<file path="src/rtl/uart_rx_fifo.sv">
// rtl/uart_rx_fifo.sv - receive FIFO between a UART receiver and its consumer, storing frame-error flags with each character
module uart_rx_fifo #(
    parameter int DATA_BITS = 8,
    parameter int DEPTH     = 16
) (
    input  logic                     clk,
    input  logic                     rst_n,
    input  logic                     rx_ready,
    input  logic [DATA_BITS-1:0]     rx_data,
    input  logic                     rx_error,
    input  logic                     rd_en,
    input  logic                     ovf_clr,
    output logic                     rd_valid,
    output logic [DATA_BITS-1:0]     rd_data,
    output logic                     rd_frame_err,
    output logic                     empty,
    output logic                     full,
    output logic [$clog2(DEPTH):0]   count,
    output logic                     overflow
);

    localparam int AW = $clog2(DEPTH);
    localparam logic [AW:0] FULL_COUNT = (AW+1)'(DEPTH);

    logic [DATA_BITS:0] mem [DEPTH];
    logic [AW-1:0]      wr_ptr;
    logic [AW-1:0]      rd_ptr;
    logic               push;
    logic               pop;
    logic               drop;

    assign empty = (count == '0);
    assign full  = (count == FULL_COUNT);

    // A pop frees a slot in the same cycle, so a full FIFO can still accept a push alongside it.
    assign pop  = rd_en && !empty;
    assign push = rx_ready && (!full || pop);
    assign drop = rx_ready && full && !pop;

    always_ff @(posedge clk) begin
        if (push) begin
            mem[wr_ptr] <= {rx_error, rx_data};
        end
    end

    always_ff @(posedge clk or negedge rst_n) begin
        if (!rst_n) begin
            wr_ptr       <= '0;
            rd_ptr       <= '0;
            count        <= '0;
            rd_valid     <= 1'b0;
            rd_data      <= '0;
            rd_frame_err <= 1'b0;
            overflow     <= 1'b0;
        end else begin
            rd_valid <= pop;
            if (push) begin
                wr_ptr <= wr_ptr + 1'b1;
            end
            if (pop) begin
                rd_ptr                  <= rd_ptr + 1'b1;
                {rd_frame_err, rd_data} <= mem[rd_ptr];
            end
            case ({push, pop})
                2'b10:   count <= count + 1'b1;
                2'b01:   count <= count - 1'b1;
                default: count <= count;
            endcase
            // A drop in the same cycle as a clear keeps the flag set so the loss is never hidden.
            if (drop) begin
                overflow <= 1'b1;
            end else if (ovf_clr) begin
                overflow <= 1'b0;
            end
        end
    end

endmodule

</file>
<file path="config.mk">
export PLATFORM = sky130hd
export DESIGN_NAME = uart_rx_fifo
export DESIGN_NICKNAME = d
export VERILOG_FILES = /design/src/rtl/uart_rx_fifo.sv
export SDC_FILE = /design/constraint.sdc
export NUM_CORES = 1
export LEC_CHECK = 0
export ABC_AREA = 0
export CAP_MARGIN = 20
export CORE_ASPECT_RATIO = 2
export CORE_UTILIZATION = 35
export CTS_CLUSTER_SIZE = 10
export DETAILED_ROUTE_END_ITERATION = 12
export PLACE_DENSITY = 0.61
export RECOVER_POWER = 50
export SLEW_MARGIN = 20
export SYNTH_ARGS = -nofsm -noshare
export SYNTH_HDL_FRONTEND = slang
export SYNTH_SLANG_ARGS = --single-unit
</file>
<file path="constraint.sdc">
create_clock -name clk -period 4.2 [get_ports clk]
set_clock_uncertainty 0.1 [all_clocks]
set_input_delay 0.84 -clock clk [delete_from_list [all_inputs] [get_ports clk]]
set_output_delay 0.84 -clock clk [all_outputs]
set_load 0.02 [all_outputs]
</file>
==> flow_metrics.py <==
metrics = {
    "outcome": {
        "status": "complete, but fails checks",
        "violations": "capacitance limit",
    },
    "detailed_routing": {
        "num_vias": 3196,
        "drtPass1Iterations": 6,
        "via_per_inst": 4.96,
        "topRoutingLayerUsed": "met4",
        "wl_per_cell_microns": 20.3,
        "routed_wl_microns": 13100,
        "ant_nets": 0,
        "first_iter_violations": 185,
        "wl_met3_microns": 311,
        "drc": 0,
        "wl_met1_microns": 4600,
        "met2_length_microns": 7980,
    },
    "hold_path": {
        "hold_path_class": "flip-flop to flip-flop",
        "min_path_cells": 2,
        "holdCritStartpoint": "rd_data[3]$_DFFE_PN0N_",
        "min_to": "rd_data[3]$_DFFE_PN0N_",
    },
    "placement": {
        "dp_hpwl_microns": 8960,
        "numPlacedInstances": 613,
        "pre_cts_slack_ns": 0.584,
        "place_congestion": 0.812,
        "io_buffers": 31,
    },
    "run": {
        "cap_violations": 1,
    },
    "sta": {
        "worst_pin_slew_ns": 1.50,
        "setup_tns_ns": 0,
        "setup_ws_ns": 0.846,
        "setup_viol": 0,
        "slew_headroom_pct": 0.0179,
        "fin_crit_sh_pct": 79.9,
        "hold_violations": 0,
        "finalCriticalPeriod_ns": 3.35,
        "slew_viol_final": 0,
        "rsz0062_at_grt": "no",
        "fmax_mhz": 298,
    },
    "layout": {
        "syn_to_final_growth_pct": 17.7,
        "antenna_cells": 0,
        "fin_cells": 645,
        "utilization_pct": 42.0,
        "nets": 400,
        "drive_above_1_share_pct": 19.7,
    },
    "floorplanning": {
        "start_util_pct": 35.6,
        "die-width_microns": 99.9,
        "die_h_microns": 198,
        "io_pins": 32,
        "row_count": 71,
        "die-area_sq_um": 19800,
        "core_area_sq_um": 18800,
    },
    "worst_setup_path": {
        "crit_arrival_ns": 2.41,
        "worstRegToRegCells": 9,
        "crit_slowest_cell": "nor4_1",
        "end_kind": "output port",
        "worstPathRequired_ns": 3.26,
        "crit_path_start": "count[0]$_DFFE_PN0P_",
        "worst_setup_path_start_kind": "flip-flop",
        "reg2reg_from": "count[0]$_DFFE_PN0P_",
        "r2r-end": "count[4]$_DFFE_PN0P_",
        "path_class": "flip-flop to output port",
        "cp_cell_sequence": "nor4_1 > nand2_1 > inv_1 > clkdlybuf4s50_1",
        "critPathMaxFanout": 6,
        "r2r_setup_slack_ns": 0.89,
        "max_stage_delay_ns": 0.60,
    },
    "yosys": {
        "syn_nets": 358,
        "synth_cell_types": 37,
        "yosys_warnings": 0,
        "yosys.area.top_type": "edfxtp_1",
        "seq_area_frac_synth_pct": 73.4,
        "syn_avg_cell_area_sq_um": 20.0,
        "ys_ff_latch": 168,
        "syn_area_sq_um": 6710,
        "syn-instance-count": 335,
        "synth_top_area_share_pct": 64.4,
        "synth_top_cells_by_area": "edfxtp_1 (64%), mux4_2 (12%), dfrtp_1 (8.9%)",
    },
    "global_routing": {
        "gr-total-overflow": 0,
        "grt_usage_pct": 14.7,
        "grt_pass1_vias": 3537,
        "grt_max_degree": 39,
        "antenna_found_initial": 0,
        "grt_pass1_wl_microns": 20500,
    },
    "clock_network": {
        "postCtsSetupBuffers": 0,
        "htree_levels": 4,
        "cts_inserted_buffers": 17,
        "cts_resized": 0,
        "clock-sinks": 168,
        "hold_buffers": 0,
        "insertion_delay_ns": 0.43,
        "clk_pin_slew_ns": 0.06,
        "cts_tree": "built",
        "clock_path_buffers": 2,
        "clock-root-buffer": "clkbuf_16",
    },
    "power": {
        "peakVddDrop_mv": 0.254,
        "power.static_leakage_uw": 0.00265,
        "p_per_area_nw_per_um2": 671,
    },
}
power breakdown:
part | internal, uW | leakage, uW | switching (uW)
Combinational | 747 | 0.000773 | 736
Sequential | 2070 | 0.00159 | 207
Clock | 936 | 0.000286 | 603
worst max-delay path by stage:
stage	to	cells after the start
final	full	4
after global routing	count[4]$_DFFE_PN0P_	9
after CTS	full	4
after detailed placement	count[4]$_DFFE_PN0P_	9
after global placement	count[4]$_DFFE_PN0P_	9
after floorplan	count[4]$_DFFE_PN0P_	9
kinds of logic (layout without fill, tap and decap cells):
logic type	count (synthesis)	in the layout	share of synthesized area [%]
flip-flops	168	168	73.4
multiplexers	56	56	15.2
AO/OA/AOI/OAI	24	24	3.13
XOR/XNOR	9	9	1.17
buffers and inverters	21	76	1.38
adder cells (fa/ha/maj)	9	9	1.79
AND/OR/NAND/NOR	48	48	3.97
critical path: cells and delay by family (launching register included):
kind,cells,cell delay [ns]
flops,1,0.46
buf+inv,2,0.69
simple gates,2,0.83
state kept, by name, summed over array words and instances (netlist names):
| name | flops |
|---|---|
| count | 5 |
| mem | 144 |
| overflow | 1 |
| rd_data | 8 |
| rd_frame_err | 1 |
| rd_ptr | 4 |
| rd_valid | 1 |
| wr_ptr | 4 |
layout make-up:
cell class,instances,area [sq um]
fill,1728,10900
multi-input combinational,146,1690
inverter,9,33.8
tap,255,319
timing repair buffer,35,337
clock inverter,6,60.1
clock buffer,26,533
sequential,168,4930
layer usage:
metal,track usage [%],vias to the layer above
met3,3.04,11
met4,6.21,0
li1,-,1438
met5,0,-
met2,29.4,53
met1,14.0,1694
cells in the final DEF (no fill, tap or decap), drive strengths merged, types with 2 or more instances in the layout:
master / count
a21oi: 2
and2: 16
buf: 3
clkbuf: 27
clkdlybuf4s50: 21
clkinv: 3
clkinvlp: 2
dfrtp: 24
dlygate4sd3: 10
edfxtp: 144
ha: 8
inv: 9
mux2: 2
mux2i: 18
mux4: 36
nand2: 17
nand4: 2
nor2: 3
nor2b: 2
nor3b: 2
o21a: 2
o21ai: 4
o221ai: 10
or2: 2
xnor2: 9
synthesized netlist by cell type (all sizes together):
cell and number:
inv 9, a311oi 1, o21ai 4, a21o 1, mux2 2, nor4 1, dfrtp 24, ha 8
nor2 3, and3 1, or4 1, nand2 17, o21bai 1, o32a 1, edfxtp 144, mux2i 18
nor3 1, or2 2, buf 12, nor3b 2, fa 1, o21a 2, xnor2 9, a2111oi 1
o32ai 1, mux4 36, o221ai 10, a21oi 2, nor2b 2, and2 16, nand4 2
per-stage QoR:
stage          hold slack [ns]  cell area (sq um)  power [uW]
6_report                 0.398               7900        5300
5_1_grt                  0.423               7900        5550
4_1_cts                  0.402               7910        5370
3_5_place_dp             0.388               7320        3850
3_3_place_gp             0.381               7320        3810
2_1_floorplan            0.400               6710        3320
No activity file was read; power rests on OpenSTA's default activity.
